[src/rtl/instr_ctrl_decoder_pkg.sv]
// Shared definitions for the instruction control sequencer: op classes, condition
// codes, writeback/PC select encodings and sequencer states.
package instr_ctrl_decoder_pkg;

  localparam int INSTR_W = 16;

  // Op classes, shared with the opcode encoder
  localparam logic [3:0] OP_ADD   = 4'd0;
  localparam logic [3:0] OP_ADDU  = 4'd1;
  localparam logic [3:0] OP_MUL   = 4'd2;
  localparam logic [3:0] OP_SUB   = 4'd3;
  localparam logic [3:0] OP_CMP   = 4'd4;
  localparam logic [3:0] OP_AND   = 4'd5;
  localparam logic [3:0] OP_OR    = 4'd6;
  localparam logic [3:0] OP_XOR   = 4'd7;
  localparam logic [3:0] OP_MOV   = 4'd8;
  localparam logic [3:0] OP_LSH   = 4'd9;
  localparam logic [3:0] OP_LOAD  = 4'd10;
  localparam logic [3:0] OP_STOR  = 4'd11;
  localparam logic [3:0] OP_BCOND = 4'd12;
  localparam logic [3:0] OP_JCOND = 4'd13;
  localparam logic [3:0] OP_JAL   = 4'd14;
  localparam logic [3:0] OP_NOP   = 4'd15;

  localparam logic [3:0] CC_EQ = 4'd0;
  localparam logic [3:0] CC_NE = 4'd1;
  localparam logic [3:0] CC_CS = 4'd2;
  localparam logic [3:0] CC_CC = 4'd3;
  localparam logic [3:0] CC_HI = 4'd4;
  localparam logic [3:0] CC_LS = 4'd5;
  localparam logic [3:0] CC_GT = 4'd6;
  localparam logic [3:0] CC_LE = 4'd7;
  localparam logic [3:0] CC_FS = 4'd8;
  localparam logic [3:0] CC_FC = 4'd9;
  localparam logic [3:0] CC_LO = 4'd10;
  localparam logic [3:0] CC_HS = 4'd11;
  localparam logic [3:0] CC_LT = 4'd12;
  localparam logic [3:0] CC_GE = 4'd13;
  localparam logic [3:0] CC_UC = 4'd14;
  localparam logic [3:0] CC_NV = 4'd15;

  localparam logic [1:0] WB_ALU = 2'd0;
  localparam logic [1:0] WB_MEM = 2'd1;
  localparam logic [1:0] WB_PC  = 2'd2;

  localparam logic [1:0] PC_INC = 2'd0;
  localparam logic [1:0] PC_REL = 2'd1;
  localparam logic [1:0] PC_REG = 2'd2;

  typedef enum logic [2:0] {
    ST_FETCH,
    ST_DECODE,
    ST_EXEC,
    ST_MEM,
    ST_WB
  } state_t;

  // opext value that selects the register (non-immediate) form of a class
  function automatic logic [3:0] reg_opext(input logic [3:0] cls);
    logic [3:0] ext;
    case (cls)
      OP_ADD:  ext = 4'b0101;
      OP_MUL:  ext = 4'b1110;
      OP_SUB:  ext = 4'b1001;
      OP_CMP:  ext = 4'b1011;
      OP_AND:  ext = 4'b0001;
      OP_OR:   ext = 4'b0010;
      OP_XOR:  ext = 4'b0011;
      OP_MOV:  ext = 4'b1101;
      default: ext = 4'b0000;
    endcase
    return ext;
  endfunction

endpackage

[src/rtl/instr_ctrl_decoder_if.sv]
// Fetch and memory handshake bundle between the control sequencer and its environment.
interface instr_ctrl_decoder_if;
  import instr_ctrl_decoder_pkg::*;

  logic [INSTR_W-1:0] instr;
  logic [3:0]         encoded;
  logic               instr_valid;
  logic               instr_ready;
  logic               mem_req;
  logic               mem_we;
  logic               mem_ready;

  modport master (
    input  instr, encoded, instr_valid, mem_ready,
    output instr_ready, mem_req, mem_we
  );

  modport slave (
    output instr, encoded, instr_valid, mem_ready,
    input  instr_ready, mem_req, mem_we
  );
endinterface

[src/rtl/instr_ctrl_decoder_cond_eval.sv]
// Branch/jump condition evaluation from the 4-bit condition field and {N,L,F,Z,C} flags.
module cond_eval
  import instr_ctrl_decoder_pkg::*;
(
  input  logic [3:0] cond,
  input  logic [4:0] flags,
  output logic       taken
);

  logic n, l, f, z, c;
  assign {n, l, f, z, c} = flags;

  always_comb begin
    taken = 1'b0;
    case (cond)
      CC_EQ: taken = z;
      CC_NE: taken = !z;
      CC_CS: taken = c;
      CC_CC: taken = !c;
      CC_HI: taken = l;
      CC_LS: taken = !l;
      CC_GT: taken = n;
      CC_LE: taken = !n;
      CC_FS: taken = f;
      CC_FC: taken = !f;
      CC_LO: taken = !l && !z;
      CC_HS: taken = l || z;
      CC_LT: taken = !n && !z;
      CC_GE: taken = n || z;
      CC_UC: taken = 1'b1;
      default: taken = 1'b0;
    endcase
  end

endmodule

[src/rtl/instr_ctrl_decoder.sv]
// Multi-cycle control sequencer: latches an instruction at fetch and steps it through
// decode, execute, optional memory access and writeback, driving datapath controls.
module instr_ctrl_decoder
  import instr_ctrl_decoder_pkg::*;
#(
  parameter int DW  = 16,
  parameter int RAW = 4
) (
  input  logic                  clk,
  input  logic                  reset,
  instr_ctrl_decoder_if.master  bus,
  input  logic [4:0]            flags,
  output logic [3:0]            alu_sel,
  output logic                  alu_src_imm,
  output logic [DW-1:0]         imm,
  output logic [RAW-1:0]        rf_ra_a,
  output logic [RAW-1:0]        rf_ra_b,
  output logic [RAW-1:0]        rf_wa,
  output logic                  rf_we,
  output logic [1:0]            wb_sel,
  output logic                  flags_we,
  output logic [1:0]            pc_sel,
  output logic                  pc_en
);

  state_t      state;
  logic [11:0] instr_q;
  logic [3:0]  enc_q;
  logic        pc_en_q;
  logic        mem_req_q;
  logic        mem_we_q;
  logic        taken;

  logic [DW-1:0] imm_d;
  logic          src_imm_d;
  logic [DW-1:0] sext8, zext8, sext5;

  // The op nibble is already summarised by the encoder's class
  logic unused_op;
  assign unused_op = ^bus.instr[15:12];

  cond_eval u_cond (
    .cond  (instr_q[11:8]),
    .flags (flags),
    .taken (taken)
  );

  assign sext8 = {{(DW-8){instr_q[7]}}, instr_q[7:0]};
  assign zext8 = {{(DW-8){1'b0}}, instr_q[7:0]};
  assign sext5 = {{(DW-5){instr_q[4]}}, instr_q[4:0]};

  always_comb begin
    imm_d     = '0;
    src_imm_d = 1'b0;
    case (enc_q)
      OP_ADD, OP_MUL, OP_SUB, OP_CMP, OP_MOV: begin
        if (instr_q[7:4] != reg_opext(enc_q)) begin
          src_imm_d = 1'b1;
          imm_d     = sext8;
        end
      end
      OP_AND, OP_OR, OP_XOR: begin
        if (instr_q[7:4] != reg_opext(enc_q)) begin
          src_imm_d = 1'b1;
          imm_d     = zext8;
        end
      end
      OP_LSH: begin
        if (instr_q[7:5] == 3'b000) begin
          src_imm_d = 1'b1;
          imm_d     = sext5;
        end
      end
      OP_BCOND: imm_d = sext8;
      default: ;
    endcase
  end

  assign bus.instr_ready = (state == ST_FETCH);
  assign bus.mem_req     = mem_req_q;
  assign bus.mem_we      = mem_we_q;

  assign alu_sel = (enc_q <= OP_LSH) ? enc_q : '0;
  assign rf_ra_a = (enc_q == OP_JCOND || enc_q == OP_JAL) ? RAW'(instr_q[3:0])
                                                          : RAW'(instr_q[11:8]);
  assign rf_ra_b = RAW'(instr_q[3:0]);
  assign rf_wa   = RAW'(instr_q[11:8]);

  // A store retires in the very cycle memory completes, so its PC strobe cannot be registered
  assign pc_en = pc_en_q ||
                 (state == ST_MEM && bus.mem_ready && enc_q == OP_STOR && !reset);

  // Execute-stage controls are registered on the DECODE exit edge so they are live during EXEC
  always_ff @(posedge clk) begin
    if (reset) begin
      state       <= ST_FETCH;
      instr_q     <= '0;
      enc_q       <= '0;
      imm         <= '0;
      alu_src_imm <= 1'b0;
      rf_we       <= 1'b0;
      flags_we    <= 1'b0;
      pc_en_q     <= 1'b0;
      wb_sel      <= WB_ALU;
      pc_sel      <= PC_INC;
      mem_req_q   <= 1'b0;
      mem_we_q    <= 1'b0;
    end else begin
      rf_we    <= 1'b0;
      flags_we <= 1'b0;
      pc_en_q  <= 1'b0;
      wb_sel   <= WB_ALU;
      pc_sel   <= PC_INC;
      case (state)
        ST_FETCH: begin
          if (bus.instr_valid) begin
            instr_q <= bus.instr[11:0];
            enc_q   <= bus.encoded;
            state   <= ST_DECODE;
          end
        end
        ST_DECODE: begin
          imm         <= imm_d;
          alu_src_imm <= src_imm_d;
          state       <= ST_EXEC;
          case (enc_q)
            OP_ADD, OP_ADDU, OP_MUL, OP_SUB, OP_CMP,
            OP_AND, OP_OR, OP_XOR, OP_MOV, OP_LSH: begin
              rf_we    <= (enc_q != OP_CMP);
              flags_we <= (enc_q inside {OP_ADD, OP_ADDU, OP_SUB, OP_CMP});
              pc_en_q  <= 1'b1;
            end
            OP_BCOND: begin
              pc_sel  <= taken ? PC_REL : PC_INC;
              pc_en_q <= 1'b1;
            end
            OP_JCOND: begin
              pc_sel  <= taken ? PC_REG : PC_INC;
              pc_en_q <= 1'b1;
            end
            OP_JAL: begin
              rf_we   <= 1'b1;
              wb_sel  <= WB_PC;
              pc_sel  <= PC_REG;
              pc_en_q <= 1'b1;
            end
            OP_NOP: pc_en_q <= 1'b1;
            default: ;
          endcase
        end
        ST_EXEC: begin
          if (enc_q == OP_LOAD || enc_q == OP_STOR) begin
            state     <= ST_MEM;
            mem_req_q <= 1'b1;
            mem_we_q  <= (enc_q == OP_STOR);
          end else begin
            state <= ST_FETCH;
          end
        end
        ST_MEM: begin
          if (bus.mem_ready) begin
            mem_req_q <= 1'b0;
            mem_we_q  <= 1'b0;
            if (enc_q == OP_LOAD) begin
              state   <= ST_WB;
              rf_we   <= 1'b1;
              wb_sel  <= WB_MEM;
              pc_en_q <= 1'b1;
            end else begin
              state <= ST_FETCH;
            end
          end
        end
        ST_WB:   state <= ST_FETCH;
        default: state <= ST_FETCH;
      endcase
    end
  end

endmodule

[src/flat_wrapper.sv]
// flat-port wrapper written by rule: the top's interface ports become plain ports
module instr_ctrl_decoder_flat import instr_ctrl_decoder_pkg::*;
#(
  parameter int DW  = 16,
  parameter int RAW = 4
)
  (clk, reset, flags, alu_sel, alu_src_imm, imm, rf_ra_a, rf_ra_b, rf_wa, rf_we, wb_sel, flags_we, pc_sel, pc_en, bus_instr, bus_encoded, bus_instr_valid, bus_mem_ready, bus_instr_ready, bus_mem_req, bus_mem_we);
  instr_ctrl_decoder_if bus_i ();
  input  logic clk;
  input  logic reset;
  input  logic [4:0] flags;
  output logic [3:0] alu_sel;
  output logic alu_src_imm;
  output logic [DW-1:0] imm;
  output logic [RAW-1:0] rf_ra_a;
  output logic [RAW-1:0] rf_ra_b;
  output logic [RAW-1:0] rf_wa;
  output logic rf_we;
  output logic [1:0] wb_sel;
  output logic flags_we;
  output logic [1:0] pc_sel;
  output logic pc_en;
  input wire logic [$bits(bus_i.instr)-1:0] bus_instr;
  input wire logic [$bits(bus_i.encoded)-1:0] bus_encoded;
  input wire logic [$bits(bus_i.instr_valid)-1:0] bus_instr_valid;
  input wire logic [$bits(bus_i.mem_ready)-1:0] bus_mem_ready;
  output wire logic [$bits(bus_i.instr_ready)-1:0] bus_instr_ready;
  output wire logic [$bits(bus_i.mem_req)-1:0] bus_mem_req;
  output wire logic [$bits(bus_i.mem_we)-1:0] bus_mem_we;
  assign bus_i.instr = bus_instr;
  assign bus_i.encoded = bus_encoded;
  assign bus_i.instr_valid = bus_instr_valid;
  assign bus_i.mem_ready = bus_mem_ready;
  assign bus_instr_ready = bus_i.instr_ready;
  assign bus_mem_req = bus_i.mem_req;
  assign bus_mem_we = bus_i.mem_we;
  instr_ctrl_decoder #(.DW(DW), .RAW(RAW)) u_core (.clk(clk), .reset(reset), .bus(bus_i), .flags(flags), .alu_sel(alu_sel), .alu_src_imm(alu_src_imm), .imm(imm), .rf_ra_a(rf_ra_a), .rf_ra_b(rf_ra_b), .rf_wa(rf_wa), .rf_we(rf_we), .wb_sel(wb_sel), .flags_we(flags_we), .pc_sel(pc_sel), .pc_en(pc_en));
endmodule
[config.mk]
export PLATFORM = sky130hd
export DESIGN_NAME = instr_ctrl_decoder_flat
export DESIGN_NICKNAME = d
export VERILOG_FILES = /design/src/rtl/instr_ctrl_decoder_pkg.sv /design/src/rtl/instr_ctrl_decoder_if.sv /design/src/rtl/instr_ctrl_decoder_cond_eval.sv /design/src/rtl/instr_ctrl_decoder.sv /design/src/flat_wrapper.sv
export SDC_FILE = /design/constraint.sdc
export NUM_CORES = 1
export LEC_CHECK = 0
export ABC_AREA = 1
export CORE_MARGIN = 2
export CORE_UTILIZATION = 49
export CTS_CLUSTER_SIZE = 24
export DETAILED_ROUTE_END_ITERATION = 10
export HOLD_SLACK_MARGIN = 0.03
export PLACE_DENSITY = 0.9
export SKIP_CTS_REPAIR_TIMING = 1
export SLEW_MARGIN = 20
export SYNTH_ARGS = -nofsm -noshare
export SYNTH_HDL_FRONTEND = slang
export SYNTH_HIERARCHICAL = 1
export SYNTH_SLANG_ARGS = --single-unit
[constraint.sdc]
create_clock -name clk -period 4.7 [get_ports clk]
set_input_delay 0.705 -clock clk [delete_from_list [all_inputs] [get_ports clk]]
set_output_delay 0.705 -clock clk [all_outputs]
set_load 0.005 [all_outputs]
## Word-level counts from Yosys, hierarchy flattened

Memories as Yosys holds them, arrays and structs flattened. A register that Yosys moved wholly into a read port is not among the register bits.
Index checks and enable logic that the tools add are counted.

- Latch bits: 0
- Bits in registers: 45
- Bits in read-only memories: 128
- RAM bits: 0
- Memories: 2
- Output and inout port bits: 43
- Bits of input ports: 29
- Word-level logic and storage cells: 126

- Bitwise logic cells: 2
- Add/subtract/negate cells: 0
- Div/mod/pow operators: 0
- Equality and inequality tests: 38
- $mul: 0
- Multiplexer cells: 40
- Magnitude comparators: 1
- Shift-type cells: 0
- Reductions and logical operators: 31

Memory list:

| name | words | bits a word | rd ports | clocked after memory_dff | write ports | RTL line | RTL |
|---|---|---|---|---|---|---|---|
| (no name shown) | 16 | 4 | 1 | 1 | 0 | instr_ctrl_decoder_pkg.sv:61 | `case (cls)` |
| (no name shown) | 16 | 4 | 1 | 1 | 0 | instr_ctrl_decoder_pkg.sv:61 |  |

Operators by type and width:

| cell | number |
|---|---|
| $pmux 16 s4 | 1 |
| $eq 4x4->1 const B | 15 |
| $eq 4x3->1 const B | 8 |
| $mux 16 | 2 |
| $mux 4 | 8 |
| $eq 4x2->1 const B | 4 |
| $pmux 1 s15 | 1 |
| $reduce_or 14->1 | 1 |
| $pmux 3 s4 | 1 |
| $mux 1 | 11 |
| $pmux 1 s2 | 5 |
| $reduce_or 10->1 | 1 |
| $mux 3 | 3 |
| $eq 4x1->1 const B | 2 |
| $logic_not 4->1 | 2 |
| $mux 2 | 4 |
| $mux 8 | 1 |
| $ne 4x4->1 | 2 |
| $eq 3x2->1 const B | 2 |
| $logic_not 1->1 | 6 |
| $logic_not 3->1 | 2 |
| $pmux 2 s3 | 1 |
| $reduce_or 3->1 | 2 |
| $logic_and 1x1->1 | 5 |
| 15 further kinds | 22 |

## Longest topological paths before layout

Gate-level depths: netlist of run 1.

- Depth after elaboration: 6
- Depth in mapped cells: 11
- Depth with buffers taken out: 11

## Cells and area by module

The synthesis of run 1 kept the hierarchy.

Modules (own cells, without submodules):

| module | instances | cells each | seq. area each (um2) | area an instance (um2) |
|---|---|---|---|---|
| instr_ctrl_decoder | 1 | 292 | 840.8 | 2065.7 |
| cond_eval | 1 | 58 | 0.0 | 234.0 |

## Worst setup path before layout of run 1

Ideal clock, no wire load.

- Path kind: input to register
- From: input port bus_instr_valid
- To: register (tool-made name)
- Arrival: 1845 ps
- Setup time: 119 ps
- Setup slack: 2736 ps
- Cell stages on the path: 9
- Path buffers: 1
- Data required time: 4581 ps
- Path through: buf_2 > nand3_2 > nand2_1 > inv_1 > nor3_1 > inv_1 > ha_1 > o21ai_0 > nand2_1

RTL lines:

| element | RTL line | RTL |
|---|---|---|
| start, declared | flat_wrapper.sv:25 | `input wire logic [$bits(bus_i.instr_valid)-1:0] bus_instr_valid;` |

## Worst setup path in the final report of run 1

- From: input port reset
- To: output port pc_en

- Cells in the longest elaborated chain, start to end: 3

Ends and longest elaborated chain:

| element | RTL line | RTL |
|---|---|---|
| start, declared | flat_wrapper.sv:10 | `input logic reset;` |
| $logic_not 1->1 | instr_ctrl_decoder.sv:91 | `(state == ST_MEM && bus.mem_ready && enc_q == OP_STOR && !reset);` |
| $logic_and 1x1->1 | instr_ctrl_decoder.sv:91 |  |
| $logic_or 1x1->1 | instr_ctrl_decoder.sv:90 | `assign pc_en = pc_en_q \|\|` |
| end, declared | flat_wrapper.sv:22 | `output logic pc_en;` |

Every way passes these cells.

==> impl_metrics.json, run 1 <==
{
  "synth_top_area_share_pct": 36.6,
  "dpl.hpwl_um": 4430,
  "initial_core_util_pct": 51.7,
  "num_vias": 2401,
  "coreArea_sq_um": 4440,
  "r2r_cells": 9,
  "timing.fmax_ghz": 0.313,
  "maxCapViolations": 0,
  "gr-total-overflow": 0,
  "syn_area_sq_um": 2300,
  "nets": 436,
  "synthSimpleGateAreaFrac_pct": 33.1,
  "wl_met1_um": 2320,
  "synth_largest_area_cell": "dfxtp_1",
  "clkSlewWorstSetupHoldPaths_ns": 0.07,
  "rrSetupSlack_ns": 2.59,
  "rows": 24,
  "numCtsBuffers": 5,
  "synth_nets": 383,
  "cts_tree": "done",
  "setup_viol": 0,
  "clock_skew_ns": 0.00398,
  "routed_wl_um": 5820,
  "max_stage_delay_ns": 0.45,
  "cts.sinks": 42,
  "die_x_um": 72.5,
  "grt_pass1_vias": 2176,
  "rsz0062_at_grt": "no",
  "post-route-min-period_ns": 3.20,
  "grt_usage_pct": 23.0,
  "synthTopCellsByCount": "91 x nand2_1, 42 x dfxtp_1, 42 x inv_1",
  "cp.required_ns": 3.99,
  "dr_wl_met2_um": 3050,
  "diodes": 0,
  "yosys_warnings": 6,
  "async_flop_share_pct": 0,
  "dr.pass1.iters": 4,
  "clock_path_buffers": 2,
  "ioPinCount": 72,
  "p_leak_nw": 1.33,
  "synth_area_leaders": "dfxtp_1 37%, nand2_1 15%, nand3_1 7.8%",
  "timing.final.crit_share_pct": 68.0,
  "wl_per_cell_um": 12.8,
  "clk_latency_ns": 0.30,
  "hold_path_end": "u_core/imm[0]$_SDFFE_PP0N_",
  "grt_pass1_wl_um": 9450,
  "synth-seq-cells": 42,
  "power_density_nw_per_um2": 309,
  "final_layout_size_suffix_gt1_share_pct": 6.93,
  "slew_headroom_pct": 64.9,
  "hold_violations": 0,
  "worst_path_max_delay_cell": "clkdlybuf4s50_1",
  "h-tree-depth": 2,
  "synth_seq_area_share_pct": 36.6,
  "regArea_sq_um": 841,
  "drtAntennaViolNets": 0,
  "worst_pin_slew_ns": 0.526,
  "ir_drop_mv": 0.152,
  "worstPathMaxFanout": 23,
  "maxSlewViolCount": 0,
  "crit_chain": "clkdlybuf4s50_1 -> buf_4 -> inv_1 -> a31o_2 -> clkdlybuf4s50_1",
  "dr.max_layer_used": "met4",
  "synth_mux_area_share_pct": 0,
  "gp_congestion": 0.857,
  "worst-setup-path-type": "input port to output port",
  "avgSynthCellArea_sq_um": 6.57,
  "die_h_um": 72.5,
  "synthAdderAreaFrac_pct": 2.18,
  "synth_edf_count": 0,
  "die_area_sq_um": 5260,
  "hp-class": "register to register",
  "grt_max_degree": 28,
  "synthCells": 350,
  "critPathCaptureType": "output port",
  "synth.most_common_cell": "nand2_1",
  "synth_cell_types": 29,
  "multi_input_area_sq_um": 1130,
  "synth-xor-area-share_pct": 0,
  "synth_top_family_by_area": "simple AND/OR/NAND/NOR gates",
  "grt_antenna_before_repair": 0,
  "final.setup.tns_ns": 0,
  "critPathArrivalTime_ns": 2.49,
  "worstSetupStartpointType": "input port",
  "io_buffers": 67,
  "route.met3.wl_um": 392,
  "cpMostUsedCell": "clkdlybuf4s50_1",
  "ys.flop_type": "dfxtp_1",
  "final.fill_count": 384,
  "drcViolationCount": 0,
  "cts_root_buf": "clkbuf_8",
  "hold_start": "u_core/imm[0]$_SDFFE_PP0N_",
  "worst_hold_path.num_cells": 2,
  "status": "finished, final reports clean",
  "r2r-start": "u_core/state[1]$_SDFFE_PP0P_",
  "utilization_pct": 67.3,
  "drt_iter0_markers": 118,
  "syn_to_final_growth_pct": 30.1,
  "vias_per_cell": 5.27,
  "synth_compound_area_share_pct": 13.9
}
-- worst max-delay path: cells and delay by family --
| family | cells | cell delay (ns) |
|---|---|---|
| buffers and inverters | 4 | 1.43 |
| AO/OA/AOI/OAI | 1 | 0.34 |
-- through the flow --
| stage | power, mW | instance area (sq um) | instances | setup slack [ns] | hold slack (ns) |
|---|---|---|---|---|---|
| floorplan | 0.595 | 2300 | 350 | 2.74 | 0.453 |
| global placement | 0.683 | 2900 | 448 | 1.53 | 0.456 |
| detailed placement | 0.694 | 2900 | 448 | 1.52 | 0.460 |
| CTS | 0.928 | 2990 | 456 | 1.51 | 0.475 |
| global route | 0.980 | 2990 | 456 | 1.43 | 0.494 |
| finish | 0.924 | 2990 | 456 | 1.50 | 0.473 |
-- registers in the layout, summed over array words and instances, names as in the netlist, 2 cells and up, named ones only --
signal,cells
u_core/instr_q,12
u_core/pc_sel,2
u_core/enc_q,4
u_core/state,3
u_core/imm,9
u_core/wb_sel,2
-- layout make-up --
type	count	area share, %
clock inverters	1	0.167
flip-flops and latches	42	28.1
inverters	50	6.27
well taps	52	2.17
multi-input cells	236	37.8
clock buffers	7	2.88
repair buffers	68	22.7
-- cell usage in the layout (no fill, tap or decap), drive strengths merged --
| cell | netlist | routed |
|---|---|---|
| nand2 | 92 | 92 |
| clkdlybuf4s50 | 0 | 67 |
| dfxtp | 42 | 42 |
| a31oi | 1 | 1 |
| o211ai | 2 | 2 |
| inv | 48 | 48 |
| ha | 4 | 4 |
| clkbuf | 5 | 7 |
| o21ai | 20 | 20 |
| a211oi | 1 | 1 |
| nor2 | 35 | 35 |
| buf | 17 | 1 |
| nand3 | 39 | 39 |
| nor3 | 5 | 5 |
| nand4 | 1 | 1 |
| o31ai | 1 | 1 |
| a22oi | 1 | 1 |
| a31o | 1 | 1 |
| clkinv | 2 | 3 |
| or2 | 2 | 2 |
| a21oi | 31 | 31 |
-- report_power, final --
part | internal, mW | total [mW] | switching [mW]
combinational | 0.119 | 0.268 | 0.149
clock | 0.118 | 0.235 | 0.116
sequential | 0.389 | 0.421 | 0.0316
total | 0.627 | 0.924 | 0.297
-- logic make-up after synthesis --
logic type	after synthesis
AO/OA/AOI/OAI	58
AND/OR/NAND/NOR	174
buffers and inverters	72
flip-flops	42
adder cells (fa/ha/maj)	4
-- how the worst max path moves through the flow --
stage | from | end | slack (ns) | depth (start not counted)
after floorplan | bus_instr_valid | register | 2.74 | 9
after global placement | reset | pc_en | 1.53 | 5
after detailed placement | reset | pc_en | 1.52 | 5
after CTS | reset | pc_en | 1.51 | 5
after global routing | reset | pc_en | 1.43 | 5
final | reset | pc_en | 1.50 | 5
-- routing by layer --
layer | track usage (%) | vias up
met5 | 0 | -
met4 | 8.02 | 0
met3 | 5.28 | 6
met2 | 41.4 | 89
met1 | 26.6 | 1100
li1 | - | 1206
(Power assumes the default switching activity.)
==> inputs of run 2 (changes only) <==
--- a/config.mk
+++ b/config.mk
@@ -7,11 +7,11 @@
 export LEC_CHECK = 0
 export ABC_AREA = 1
 export CORE_MARGIN = 2
-export CORE_UTILIZATION = 49
+export CORE_UTILIZATION = 42
 export CTS_CLUSTER_SIZE = 24
 export DETAILED_ROUTE_END_ITERATION = 10
 export HOLD_SLACK_MARGIN = 0.03
-export PLACE_DENSITY = 0.9
+export PLACE_DENSITY = 0.82
 export SKIP_CTS_REPAIR_TIMING = 1
 export SLEW_MARGIN = 20
 export SYNTH_ARGS = -nofsm -noshare
==> constraint.sdc (replaced) <==
create_clock -name clk -period 2.9 [get_ports clk]
set_input_delay 0.435 -clock clk [delete_from_list [all_inputs] [get_ports clk]]
set_output_delay 0.435 -clock clk [all_outputs]
set_load 0.005 [all_outputs]
==> impl_metrics.json, run 2 (synthesis results as in run 1) <==
{
  "hold_violations": 0,
  "clock_path_buffers": 2,
  "coreArea_sq_um": 5200,
  "worst_pin_slew_ns": 0.463,
  "vias_per_cell": 4.94,
  "drcViolationCount": 0,
  "wl_per_cell_um": 11.7,
  "worst_path_max_delay_cell": "clkdlybuf4s50_1",
  "rsz0062_at_grt": "no",
  "dr.pass1.iters": 5,
  "critPathArrivalTime_ns": 2.06,
  "nets": 439,
  "critPathCaptureType": "output port",
  "power_density_nw_per_um2": 494,
  "numCtsBuffers": 5,
  "post-route-min-period_ns": 2.50,
  "worstSetupStartpointType": "register",
  "final_layout_size_suffix_gt1_share_pct": 7.86,
  "die_x_um": 78.0,
  "grt_max_degree": 23,
  "final.setup.tns_ns": 0,
  "gr-total-overflow": 0,
  "final_common_cell": "nand2_1",
  "initial_core_util_pct": 44.2,
  "cts_tree": "done",
  "reg_top3": "u_core/instr_q (12), u_core/imm (9), u_core/enc_q (4)",
  "grt_antenna_before_repair": 0,
  "drt_iter0_markers": 109,
  "status": "finished, final reports clean",
  "hold_start": "u_core/imm[3]$_SDFFE_PP0N_",
  "gp_congestion": 0.834,
  "maxSlewViolCount": 0,
  "crit_chain": "nor2_2 -> inv_1 -> nand3_1 -> o21ai_0 -> clkdlybuf4s50_1",
  "timing.final.crit_share_pct": 86.1,
  "r2r-start": "u_core/state[1]$_SDFFE_PP0P_",
  "hp-class": "register to register",
  "io_buffers": 67,
  "clkSlewWorstSetupHoldPaths_ns": 0.08,
  "ioPinCount": 72,
  "rrSetupSlack_ns": 1.13,
  "rows": 26,
  "cts.sinks": 42,
  "timing.fmax_ghz": 0.401,
  "grt_usage_pct": 19.2,
  "cp.required_ns": 2.47,
  "h-tree-depth": 2,
  "die_area_sq_um": 6080,
  "place_inst": 469,
  "clock_skew_ns": 0.00534,
  "largest_register": "u_core/instr_q",
  "cts_root_buf": "clkbuf_8",
  "routed_wl_um": 5600,
  "max_stage_delay_ns": 0.53,
  "critical_path.startpoint": "u_core/enc_q[0]$_SDFFE_PP0N_",
  "slew_headroom_pct": 69.1,
  "die_h_um": 78.0,
  "maxCapViolations": 0,
  "worst-setup-path-type": "register to output port",
  "grt_pass1_wl_um": 9490,
  "worstPathMaxFanout": 9,
  "p_leak_nw": 1.34,
  "diodes": 0,
  "dpl.hpwl_um": 4340,
  "largest_reg_flops": 12,
  "layout_common_cells": "91 x nand2_1, 67 x clkdlybuf4s50_1, 42 x inv_1, 42 x dfxtp_1, 36 x nand3_1",
  "drtAntennaViolNets": 0,
  "clk_latency_ns": 0.29,
  "ir_drop_mv": 0.234,
  "num_vias": 2358,
  "grt_pass1_vias": 2225,
  "syn_to_final_growth_pct": 32.3,
  "layoutNonFillerInstCount": 477,
  "setup_viol": 0
}
## run 2: area by class of cell
cell class	count	area, sq um
sequential	42	841
inverter	50	188
tap	70	87.6
multi-input combinational	236	1130
clock buffer	6	82.6
fill	495	2160
timing repair buffer	71	701
clock inverter	2	12.5
## run 2: per-stage QoR
| step | hold WS [ns] | total power, mW | setup slack, ns | cell area [sq um] | util [%] |
|---|---|---|---|---|---|
| after floorplan | 0.453 | 0.964 | 1.21 | 2300 | - |
| after global placement | 0.456 | 1.12 | 0.579 | 2950 | 56.6 |
| after detailed placement | 0.460 | 1.13 | 0.569 | 2950 | 56.6 |
| after CTS | 0.471 | 1.51 | 0.425 | 3040 | 58.4 |
| after global routing | 0.492 | 1.61 | 0.271 | 3040 | 58.4 |
| final | 0.469 | 1.50 | 0.403 | 3040 | 58.4 |
## run 2: power breakdown
part | internal (mW) | total, mW | leakage (nW) | switching (mW)
Clock | 0.191 | 0.383 | 0.0472 | 0.192
Sequential | 0.631 | 0.682 | 0.344 | 0.0508
Combinational | 0.197 | 0.438 | 0.952 | 0.241
Total | 1.02 | 1.50 | 1.34 | 0.484
## run 2: routing by layer
metal	track usage (%)	up-vias	part of all wire, %
met5	0	-	0
met4	4.56	0	1.0
met3	5.93	9	6.7
met2	33.1	91	47
met1	23.2	1038	46
li1	-	1220	-
## run 2: path summary, 6_finish.rpt
check / cells past startpoint / end
setup / recovery: 5 / rf_ra_a[1]
hold / removal: 2 / u_core/imm[3]$_SDFFE_PP0N_
setup reg to reg: 9 / register
hold reg to reg: 2 / u_core/imm[3]$_SDFFE_PP0N_
## run 2: critical path, delay by kind of cell, from the launching register on
kind,cells,cell delay [ns]
flip-flops,1,0.48
AND/OR/NAND/NOR,2,0.37
AO/OA/AOI/OAI,1,0.28
buffers and inverters,2,0.64
==> inputs of run 3 (changes only) <==
--- a/config.mk
+++ b/config.mk
@@ -10,6 +10,7 @@
 export CORE_UTILIZATION = 42
 export CTS_CLUSTER_SIZE = 24
 export DETAILED_ROUTE_END_ITERATION = 10
+export GPL_TIMING_DRIVEN = 0
 export HOLD_SLACK_MARGIN = 0.03
 export PLACE_DENSITY = 0.82
 export SKIP_CTS_REPAIR_TIMING = 1
==> impl_metrics.json, run 3 (synthesis results as in run 1) <==
{
  "r2r-start": "u_core/state[0]$_SDFFE_PP0P_",
  "worstSetupStartpointType": "register",
  "hold_start": "u_core/imm[4]$_SDFFE_PP0N_",
  "initial_core_util_pct": 44.2,
  "routed_wl_um": 6010,
  "status": "finished, final reports clean",
  "cts.sinks": 42,
  "whs_ns": 0.468,
  "timing.fmax_ghz": 0.406,
  "ir_drop_mv": 0.268,
  "h-tree-depth": 2,
  "largest_register": "u_core/instr_q",
  "hp-class": "register to register",
  "clk_latency_ns": 0.30,
  "cts_tree": "done",
  "die_area_sq_um": 6080,
  "layout_common_cells": "91 x nand2_1, 66 x clkdlybuf4s50_1, 42 x inv_1, 42 x dfxtp_1, 36 x nand3_1",
  "power_density_nw_per_um2": 506,
  "worst_hold_path.num_cells": 2,
  "drcViolationCount": 0,
  "setup_viol": 0,
  "gr-total-overflow": 0,
  "numCtsBuffers": 5,
  "diodes": 0,
  "timing.final.crit_share_pct": 85.0,
  "clock_skew_ns": 0.00658,
  "p_leak_nw": 1.42,
  "rrSetupSlack_ns": 1.09,
  "vias_per_cell": 4.85,
  "drtAntennaViolNets": 0,
  "syn_to_final_growth_pct": 37.3,
  "worst_pin_slew_ns": 0.553,
  "grt_pass1_wl_um": 9800,
  "worstPathMaxFanout": 9,
  "dr.pass1.iters": 4,
  "dpl_worst_slack_ns": 0.600,
  "critPathArrivalTime_ns": 2.03,
  "die_h_um": 78.0,
  "gr-usage-met2_pct": 34.6,
  "largest_reg_flops": 12,
  "final.setup.tns_ns": 0,
  "ioPinCount": 72,
  "io_buffers": 66,
  "die_x_um": 78.0,
  "cp.required_ns": 2.47,
  "nets": 456,
  "grt_antenna_before_repair": 0,
  "maxCapViolations": 0,
  "wl_per_cell_um": 12.2,
  "hold_violations": 0,
  "r2r_cells": 8,
  "rsz0062_at_grt": "no",
  "final.fill_count": 490,
  "grt_usage_pct": 20.3,
  "post-route-min-period_ns": 2.46,
  "grt_pass1_vias": 2213,
  "cts_root_buf": "clkbuf_8",
  "coreArea_sq_um": 5200,
  "gp_congestion": 0.841,
  "setup_slack_ns": 0.435,
  "hold_path_end": "u_core/imm[4]$_SDFFE_PP0N_",
  "grt_max_degree": 14,
  "busiest_layer": "met2",
  "use_met3_pct": 4.65,
  "reg_top3": "u_core/instr_q (12), u_core/imm (9), u_core/enc_q (4)",
  "maxSlewViolCount": 0,
  "use_met1_pct": 25.1,
  "worst-setup-path-type": "register to output port",
  "rows": 26,
  "dpl.hpwl_um": 4600,
  "drt_iter0_markers": 116,
  "clock_path_buffers": 2,
  "slew_headroom_pct": 63.2,
  "critPathCaptureType": "output port",
  "num_vias": 2396,
  "clkSlewWorstSetupHoldPaths_ns": 0.08,
  "utilization_pct": 60.7,
  "final_layout_size_suffix_gt1_share_pct": 10.4,
  "final_common_cell": "nand2_1"
}
run 3: cell count changes in the layout (fill, tap and decap cells not counted), sizes merged:
cell           previous run  this run
clkinv                    3         2
bufinv                    0         1
clkdlybuf4s50            67        66
clkbuf                    6        11
buf                       4        17
run 3: worst max-delay path, cell delays in order, from the launching register on:
cell and delay (ns):
dfxtp_1 0.49, nor2_2 0.10, inv_1 0.09, nand3_1 0.26, o21ai_0 0.27, clkdlybuf4s50_1 0.53
run 3: how the worst max path moves through the flow:
stage	from	endpoint	slack, ns	depth (start not counted)
6_report	u_core/enc_q[0]$_SDFFE_PP0N_	rf_ra_a[1]	0.44	5
4_1_cts	u_core/enc_q[0]$_SDFFE_PP0N_	rf_ra_a[0]	0.45	5
3_3_place_gp	bus_mem_ready	pc_en	0.58	5
5_1_grt	u_core/enc_q[0]$_SDFFE_PP0N_	rf_ra_a[0]	0.28	5
3_5_place_dp	bus_mem_ready	pc_en	0.60	5
2_1_floorplan	bus_instr_valid	register	1.21	9
run 3: where the power goes:
group	switching [mW]	internal, mW	leakage [nW]
Combinational	0.247	0.212	1.02
Sequential	0.0523	0.631	0.344
Clock	0.198	0.257	0.0514
run 3: area by class of cell:
class | count | area [sq um] | share of cell area (%)
Timing Repair Buffer | 66 | 661 | 20.9
Clock buffer | 6 | 72.6 | 2.30
Sequential cell | 42 | 841 | 26.6
Buffer | 22 | 141 | 4.48
Clock inverter | 2 | 37.5 | 1.19
Inverter | 50 | 188 | 5.94
Multi-Input combinational cell | 236 | 1130 | 35.8
Tap cell | 70 | 87.6 | 2.77
run 3: stage by stage:
| stage | cells | power (mW) | instance area (sq um) |
|---|---|---|---|
| global route | 494 | 1.69 | 3160 |
| finish | 494 | 1.60 | 3160 |
| CTS | 494 | 1.60 | 3160 |
| detailed placement | 486 | 1.15 | 3050 |
| global placement | 486 | 1.14 | 3050 |
| floorplan | 350 | 0.964 | 2300 |
run 3: per-layer routing:
| layer | vias up | wire length (um) |
|---|---|---|
| met5 | - | 0 |
| met4 | 0 | 91 |
| met3 | 9 | 381 |
| met2 | 74 | 2930 |
| met1 | 1068 | 2610 |
| li1 | 1245 | - |
